`config.mk`:
```
export PLATFORM = sky130hd
export DESIGN_NAME = calc_sequencer
export DESIGN_NICKNAME = d
export VERILOG_FILES = /design/src/rtl/calc_sequencer.sv
export SDC_FILE = /design/constraint.sdc
export NUM_CORES = 1
export LEC_CHECK = 0
export ABC_AREA = 1
export CAP_MARGIN = 15
export CORE_MARGIN = 8
export CORE_UTILIZATION = 55
export DETAILED_ROUTE_END_ITERATION = 10
export PLACE_DENSITY = 0.91
export SLEW_MARGIN = 5
export SYNTH_ARGS = -nofsm -noshare
export SYNTH_HDL_FRONTEND = slang
export SYNTH_SLANG_ARGS = --single-unit
```
`constraint.sdc`:
```
create_clock -name CLOCK_50 -period 6.2 [get_ports CLOCK_50]
set_input_delay 0.93 -clock CLOCK_50 [delete_from_list [all_inputs] [get_ports CLOCK_50]]
set_output_delay 0.93 -clock CLOCK_50 [all_outputs]
set_load 0.005 [all_outputs]
```
`src/rtl/calc_sequencer.sv`:
```
// Keypad calculator sequencer: builds BCD operands A/B, latches the operator,
// runs the start/done handshake with the shared BCD ALU and selects the
// value shown on the seven-segment display.
module calc_sequencer #(
    parameter int unsigned DIGITS  = 3,
    parameter int unsigned TIMEOUT = 1023
) (
    input  logic                  CLOCK_50,
    input  logic                  reset,
    input  logic                  digit_pulse,
    input  logic [3:0]            digit,
    input  logic                  op_pulse,
    input  logic [1:0]            op,
    input  logic                  eq_pulse,
    input  logic                  clr_pulse,
    input  logic                  alu_done,
    input  logic [4*DIGITS-1:0]   alu_result,
    input  logic                  alu_overflow,
    output logic                  alu_start,
    output logic [1:0]            alu_op,
    output logic [4*DIGITS-1:0]   alu_a,
    output logic [4*DIGITS-1:0]   alu_b,
    output logic [4*DIGITS-1:0]   display,
    output logic                  busy,
    output logic                  err
);

    localparam int unsigned W  = 4 * DIGITS;
    localparam int unsigned CW = $clog2(DIGITS + 1);
    localparam int unsigned TW = $clog2(TIMEOUT + 1);

    typedef enum logic [2:0] {
        ENTER_A,
        ENTER_B,
        EXEC,
        SHOW,
        ERR
    } state_t;

    state_t          r_state;
    logic [W-1:0]    r_a;
    logic [W-1:0]    r_b;
    logic [W-1:0]    r_r;
    logic [CW-1:0]   r_cnt_a;
    logic [CW-1:0]   r_cnt_b;
    logic [1:0]      r_op;
    logic [TW-1:0]   r_timer;
    logic            r_start;
    logic            r_busy;
    logic            r_err;
    logic [W-1:0]    r_display;

    state_t          w_state_nxt;
    logic [W-1:0]    w_a_nxt;
    logic [W-1:0]    w_b_nxt;
    logic [W-1:0]    w_r_nxt;
    logic [CW-1:0]   w_cnt_a_nxt;
    logic [CW-1:0]   w_cnt_b_nxt;
    logic [1:0]      w_op_nxt;
    logic [TW-1:0]   w_timer_nxt;
    logic            w_start_nxt;
    logic [W-1:0]    w_display_nxt;
    logic            w_digit_ok;
    logic            w_a_full;
    logic            w_b_full;

    // Digit keys above 9 are not BCD and never reach the operand registers.
    assign w_digit_ok = digit_pulse && (digit <= 4'd9);
    assign w_a_full   = (r_cnt_a == CW'(DIGITS));
    assign w_b_full   = (r_cnt_b == CW'(DIGITS));

    // State and datapath registers; every output is driven from one of these.
    always_ff @(posedge CLOCK_50 or posedge reset) begin
        if (reset) begin
            r_state   <= ENTER_A;
            r_a       <= '0;
            r_b       <= '0;
            r_r       <= '0;
            r_cnt_a   <= '0;
            r_cnt_b   <= '0;
            r_op      <= '0;
            r_timer   <= '0;
            r_start   <= 1'b0;
            r_busy    <= 1'b0;
            r_err     <= 1'b0;
            r_display <= '0;
        end else begin
            r_state   <= w_state_nxt;
            r_a       <= w_a_nxt;
            r_b       <= w_b_nxt;
            r_r       <= w_r_nxt;
            r_cnt_a   <= w_cnt_a_nxt;
            r_cnt_b   <= w_cnt_b_nxt;
            r_op      <= w_op_nxt;
            r_timer   <= w_timer_nxt;
            r_start   <= w_start_nxt;
            r_busy    <= (w_state_nxt == EXEC);
            r_err     <= (w_state_nxt == ERR);
            r_display <= w_display_nxt;
        end
    end

    // Next-state logic; pulse priority is clr > eq > op > digit.
    always_comb begin
        w_state_nxt = r_state;
        w_a_nxt     = r_a;
        w_b_nxt     = r_b;
        w_r_nxt     = r_r;
        w_cnt_a_nxt = r_cnt_a;
        w_cnt_b_nxt = r_cnt_b;
        w_op_nxt    = r_op;
        w_timer_nxt = r_timer;
        w_start_nxt = 1'b0;

        if (clr_pulse) begin
            w_state_nxt = ENTER_A;
            w_a_nxt     = '0;
            w_b_nxt     = '0;
            w_r_nxt     = '0;
            w_cnt_a_nxt = '0;
            w_cnt_b_nxt = '0;
            w_op_nxt    = '0;
            w_timer_nxt = '0;
        end else begin
            case (r_state)
                ENTER_A: begin
                    if (eq_pulse) begin
                        w_state_nxt = ENTER_A;
                    end else if (op_pulse) begin
                        w_op_nxt    = op;
                        w_b_nxt     = '0;
                        w_cnt_b_nxt = '0;
                        w_state_nxt = ENTER_B;
                    end else if (w_digit_ok && !w_a_full) begin
                        w_a_nxt     = (r_a << 4) | W'(digit);
                        w_cnt_a_nxt = r_cnt_a + CW'(1);
                    end
                end
                ENTER_B: begin
                    if (eq_pulse) begin
                        w_start_nxt = 1'b1;
                        w_timer_nxt = '0;
                        w_state_nxt = EXEC;
                    end else if (op_pulse) begin
                        w_op_nxt    = op;
                    end else if (w_digit_ok && !w_b_full) begin
                        w_b_nxt     = (r_b << 4) | W'(digit);
                        w_cnt_b_nxt = r_cnt_b + CW'(1);
                    end
                end
                EXEC: begin
                    if (alu_done) begin
                        if (alu_overflow) begin
                            w_state_nxt = ERR;
                        end else begin
                            w_r_nxt     = alu_result;
                            w_state_nxt = SHOW;
                        end
                    end else if (r_timer == TW'(TIMEOUT - 1)) begin
                        w_state_nxt = ERR;
                    end else begin
                        w_timer_nxt = r_timer + TW'(1);
                    end
                end
                SHOW: begin
                    if (eq_pulse) begin
                        w_state_nxt = SHOW;
                    end else if (op_pulse) begin
                        // Chained operation: the previous result becomes A.
                        w_a_nxt     = r_r;
                        w_cnt_a_nxt = CW'(DIGITS);
                        w_op_nxt    = op;
                        w_b_nxt     = '0;
                        w_cnt_b_nxt = '0;
                        w_state_nxt = ENTER_B;
                    end else if (w_digit_ok) begin
                        w_a_nxt     = W'(digit);
                        w_cnt_a_nxt = CW'(1);
                        w_state_nxt = ENTER_A;
                    end
                end
                ERR: begin
                    w_state_nxt = ERR;
                end
                default: begin
                    w_state_nxt = ENTER_A;
                end
            endcase
        end
    end

    // Display source follows the state being entered so it lands one cycle after the pulse.
    always_comb begin
        w_display_nxt = '0;
        case (w_state_nxt)
            ENTER_A:       w_display_nxt = w_a_nxt;
            ENTER_B, EXEC: w_display_nxt = w_b_nxt;
            SHOW:          w_display_nxt = w_r_nxt;
            default:       w_display_nxt = '0;
        endcase
    end

    assign alu_start = r_start;
    assign alu_op    = r_op;
    assign alu_a     = r_a;
    assign alu_b     = r_b;
    assign display   = r_display;
    assign busy      = r_busy;
    assign err       = r_err;

endmodule

```
# Yosys cells after proc, flatten, opt, wreduce, memory -nomap -nowiden
# Index checks and enable logic that the tools add are counted.
# Widths: inputs -> output; s select.
[word_totals]
inputBits = 26
output_inout_bits = 41
reg_bits = 70
wordCells = 120
[op_classes]
eq_ne = 25
n_addsub = 3
mux = 58
magnitude_cmp = 1
n_reduce_logical = 19
bitwise = 2
[ops]
columns = ["cell", "n"]
rows = [
  ["$mux 12", 17],
  ["$pmux 12 s2", 2],
  ["$mux 10", 4],
  ["$pmux 12 s3", 1],
  ["$mux 2", 17],
  ["$mux 3", 10],
  ["$ne 3x3->1 const B", 10],
  ["$or 12x4->12", 2],
  ["$pmux 10 s2", 1],
  ["$pmux 3 s5", 1],
  ["$eq 3x2->1 const B", 4],
  ["$reduce_and 6->1", 2],
  ["$add 10x1->10 const B", 1],
  ["$eq 10x10->1 const B", 1],
  ["$reduce_bool 3->1", 3],
  ["$pmux 2 s2", 2],
  ["$eq 3x1->1 const B", 2],
  ["$eq 3x3->1 const B", 2],
  ["$logic_not 3->1", 2],
  ["$add 2x1->2 const B", 2],
  ["$eq 2x2->1 const B", 2],
  ["$le 4x4->1 const B", 1],
  ["$ne 4x4->1 const B", 1],
  ["$reduce_and 4->1", 1],
  ["other kinds (10)", 17],
]

# Logic depth before layout (Yosys ltp)
[depth]
depth_word = 10
mapped_depth = 13
ltp_nobuf = 12

# Worst setup path after synthesis
# No wires, ideal clock.
[synth_path]
path_kind = "input to register"
from = "input port eq_pulse"
to = "register r_display[10] (netlist: display[10])"
required_time_ns = 6.076
path_buffers = 1
cell_stages = 9
path_slack_ns = 4.060
arrival_time_ns = 2.016
path_cell_list = "buf_2 > nor2_2 > nand3_1 > nand2_1 > nand2_2 > nand3_1 > clkinv_1 > nand2_1 > nand3_1"
[synth_via]
elab_chain_len = 6
[synth_lines]
columns = ["item", "line", "text"]
rows = [
  ["from (decl)", "14", "input logic eq_pulse,"],
  ["$mux 3, on equally long branches", "166, 127, 140", ""],
  ["$pmux 3 s5", "125", "case (r_state)"],
  ["$mux 3", "115", "if (clr_pulse) begin"],
  ["$eq 3x2->1 / $eq 3x1->1 (equally long branches)", "195", "case (w_state_nxt)"],
  ["$reduce_or 2->1", "195", ""],
  ["$pmux 12 s3 (*)", "195", ""],
  ["net w_display_nxt[10]", "62", "logic [W-1:0] w_display_nxt;"],
  ["to (signal assigned)", "99", "r_display <= w_display_nxt;"],
  ["to (decl)", "51", "logic [W-1:0] r_display;"],
]
# Mark *: on every way through the listed nets, which the timed path passes. The rest lies on a longest branch.
# A chain may end at the register's enable or synchronous reset.

# Final worst setup path
[layout_path]
from = "input port clr_pulse"
to = "register r_display[0] (netlist: display[0])"
[layout_via]
elab_chain_len = 4
[layout_lines]
columns = ["item", "line", "text"]
rows = [
  ["from (decl)", "15", "input logic clr_pulse,"],
  ["$mux 3", "115", ""],
  ["$eq 3x2->1 / $eq 3x1->1 (equally long branches)", "195", ""],
  ["$reduce_or 2->1", "195", ""],
  ["$pmux 12 s3 (*)", "195", ""],
  ["net w_display_nxt[0]", "62", ""],
]
# Marks and branches as above.

==> flow_metrics.py <==
metrics = {
    "global_route": {
        "grt.total_usage_pct": 23.4,
        "overflow": 0,
        "grt_max_degree": 71,
        "grt_first_pass_wirelength_um": 19200,
        "grt_antenna_before_repair": 0,
        "grt_pass1_vias": 4073,
    },
    "route": {
        "drtIter0Drc": 342,
        "dr.pass1.iters": 5,
        "ant_nets": 0,
        "dr_total_vias": 4121,
        "wl_um": 11700,
        "drc_errors": 0,
        "viasPerCell": 5.88,
        "wl_per_cell_um": 16.6,
    },
    "worst_hold_path": {
        "hp-class": "reg -> reg",
    },
    "floorplanning": {
        "coreArea_sq_um": 7210,
        "fp-row-count": 31,
        "die_y_um": 102,
        "ioPinCount": 67,
        "die_area_sq_um": 10400,
        "start_util_pct": 56.4,
        "fp.dieW_um": 102,
    },
    "timing": {
        "tns_ns": 0,
        "rsz0062_at_grt": "no",
        "setup_viol": 0,
        "worstMarginPinSlew_ns": 0.929,
        "fin_crit_sh_pct": 58.5,
        "min_period_ns": 3.63,
        "slew_violations": 0,
        "fmax_ghz": 0.276,
        "hold_violations": 0,
        "fin_ws_ns": 2.57,
        "slew_headroom_pct": 38.0,
        "fin_skew_ns": 0.0106,
    },
    "flow_run": {
        "maxCapViolCount": 0,
    },
    "placed_design": {
        "port_buffers": 66,
        "hpwlAfterDp_um": 8390,
        "gp_congestion": 0.935,
        "pre_cts_slack_ns": 2.30,
    },
    "clock_tree": {
        "cts_hold_buf": 0,
        "clk_pin_slew_worst_paths_ns": 0.08,
        "cts_sinks": 70,
        "htreeDepth": 3,
        "cts_tree": "yes",
        "numCtsBuffers": 9,
        "cts.path.max_buffers": 2,
        "cts_setup_buffers": 0,
        "cts.repair.resized": 0,
        "root_buffer": "clkbuf_8",
        "clock_latency_ns": 0.35,
    },
    "synthesis": {
        "synth.net_count": 575,
        "netlist_area_sq_um": 4070,
        "syn_avg_cell_area_sq_um": 7.46,
        "ys_ff_latch": 70,
        "ys_seq_area_share_pct": 43.1,
        "yosysWarnings": 0,
        "netlist_instances": 545,
        "ys_types": 40,
    },
    "pwr": {
        "ir_drop_mv": 0.132,
        "p_per_area_nw_per_um2": 219,
        "leakage_nw": 2.24,
    },
    "finish": {
        "antenna_cells": 0,
        "final_nets": 628,
        "drive_above_1_share_pct": 8.31,
        "final_common_cell": "nand2_1",
        "area_growth_pct": 20.3,
        "nFillCells": 611,
        "layout_common_cells": "118 x nand2_1, 82 x nand3_1, 78 x nor2_1",
    },
    "critical_path": {
        "worstSetupPathType": "in -> reg",
        "endpoint_kind": "flip-flop",
        "critPathLaunchType": "input port",
        "critPathArrivalTime_ns": 3.91,
        "cp_max_fo": 32,
        "required_ns": 6.48,
    },
    "run_status": {
        "status": "completed",
    },
}
==> flip-flops by register name, indices dropped and copies added, names as in the netlist <==
name	cells
r_r	12
busy	1
r_cnt_a	2
r_timer	10
r_cnt_b	2
alu_a	12
alu_b	12
alu_op	2
err	1
r_state	3
alu_start	1
display	12
==> report_power, final <==
| group | internal [mW] | total, mW | leakage (nW) | switching [mW] |
|---|---|---|---|---|
| sequential | 0.482 | 0.504 | 0.962 | 0.0221 |
| clock | 0.183 | 0.358 | 0.0931 | 0.175 |
| combinational | 0.0867 | 0.211 | 1.19 | 0.124 |
==> cell type report <==
type	instances	area (sq um)	share of cell area (%)
multi-input combinational	407	2000	40.9
sequential	70	1750	35.8
timing repair buffer	68	676	13.8
inverter	42	160	3.27
clock buffer	11	131	2.69
tap	99	124	2.53
clock inverter	4	48.8	0.998
==> layer usage <==
metal | vias up | part of all wire (%) | global-route usage, %
met2 | 205 | 49 | 39.1
met5 | - | 0 | 0
met1 | 1972 | 40 | 27.1
met4 | 0 | 4.2 | 12.5
li1 | 1900 | - | -
met3 | 44 | 6.9 | 5.65
==> critical path, cell delays in order <==
cell and delay (ns):
clkdlybuf4s50_1 1.05, inv_1 0.49, buf_4 0.38, nand2_1 0.12
nand2_1 0.06, nor2_2 0.50, nand3_1 0.22, nand2_1 0.13
==> metrics by stage <==
| stage | hold WS, ns | util, % | instances | instance area [sq um] | total power, mW |
|---|---|---|---|---|---|
| final | 0.514 | 67.8 | 701 | 4890 | 1.07 |
| after global routing | 0.553 | 67.8 | 701 | 4890 | 1.12 |
| after CTS | 0.512 | 67.8 | 701 | 4890 | 1.07 |
| after detailed placement | 0.493 | 65.3 | 686 | 4710 | 0.719 |
| after global placement | 0.471 | 65.3 | 686 | 4710 | 0.714 |
| after floorplan | 0.457 | - | 545 | 4070 | 0.635 |
==> synthesized netlist by cell type (all sizes together) <==
cell    number  area (sq um)
o21ai       31           159
nor3         5          25.0
a31oi        2          12.5
a21boi       9          67.6
clkbuf       6          22.5
xnor2        1          8.76
buf         20           133
a211oi       1          7.51
o311ai       1          8.76
clkinv       1          3.75
nand2      126           498
or2          4          25.0
inv         41           156
o211ai       3          22.5
o21a         1          7.51
dfrtp       70          1750
a21oi       24           135
xor2         5          43.8
nand3b       4          30.0
ha           4          50.1
nor2        87           363
nand3       87           460
nand4       12          75.1
==> cell families (layout without fill, tap and decap cells) <==
logic type               Yosys count  in the layout  share of synthesized area [%]
XOR/XNOR                           6              6                           1.29
flip-flops                        70             70                           43.1
AND/OR/NAND/NOR                  325            325                           36.3
adder cells (fa/ha/maj)            4              4                           1.23
buffers and inverters             68            125                           7.75
AO/OA/AOI/OAI                     72             72                           10.3
==> final timing paths <==
kind | startpoint | endpoint | slack [ns] | cells after the start
max | clr_pulse | display[0] | 2.57 | 8
min | r_cnt_b[1] | r_cnt_b[1] | 0.51 | 2
max reg2reg | r_cnt_a[0] | display[2] | 3.66 | 9
min reg2reg | r_cnt_b[1] | r_cnt_b[1] | 0.51 | 2
max in group asynchronous | reset | r_cnt_b[0] | 4.47 | 3
min in group asynchronous | reset | alu_b[11] | 1.15 | 3
(Power assumes the default switching activity.)
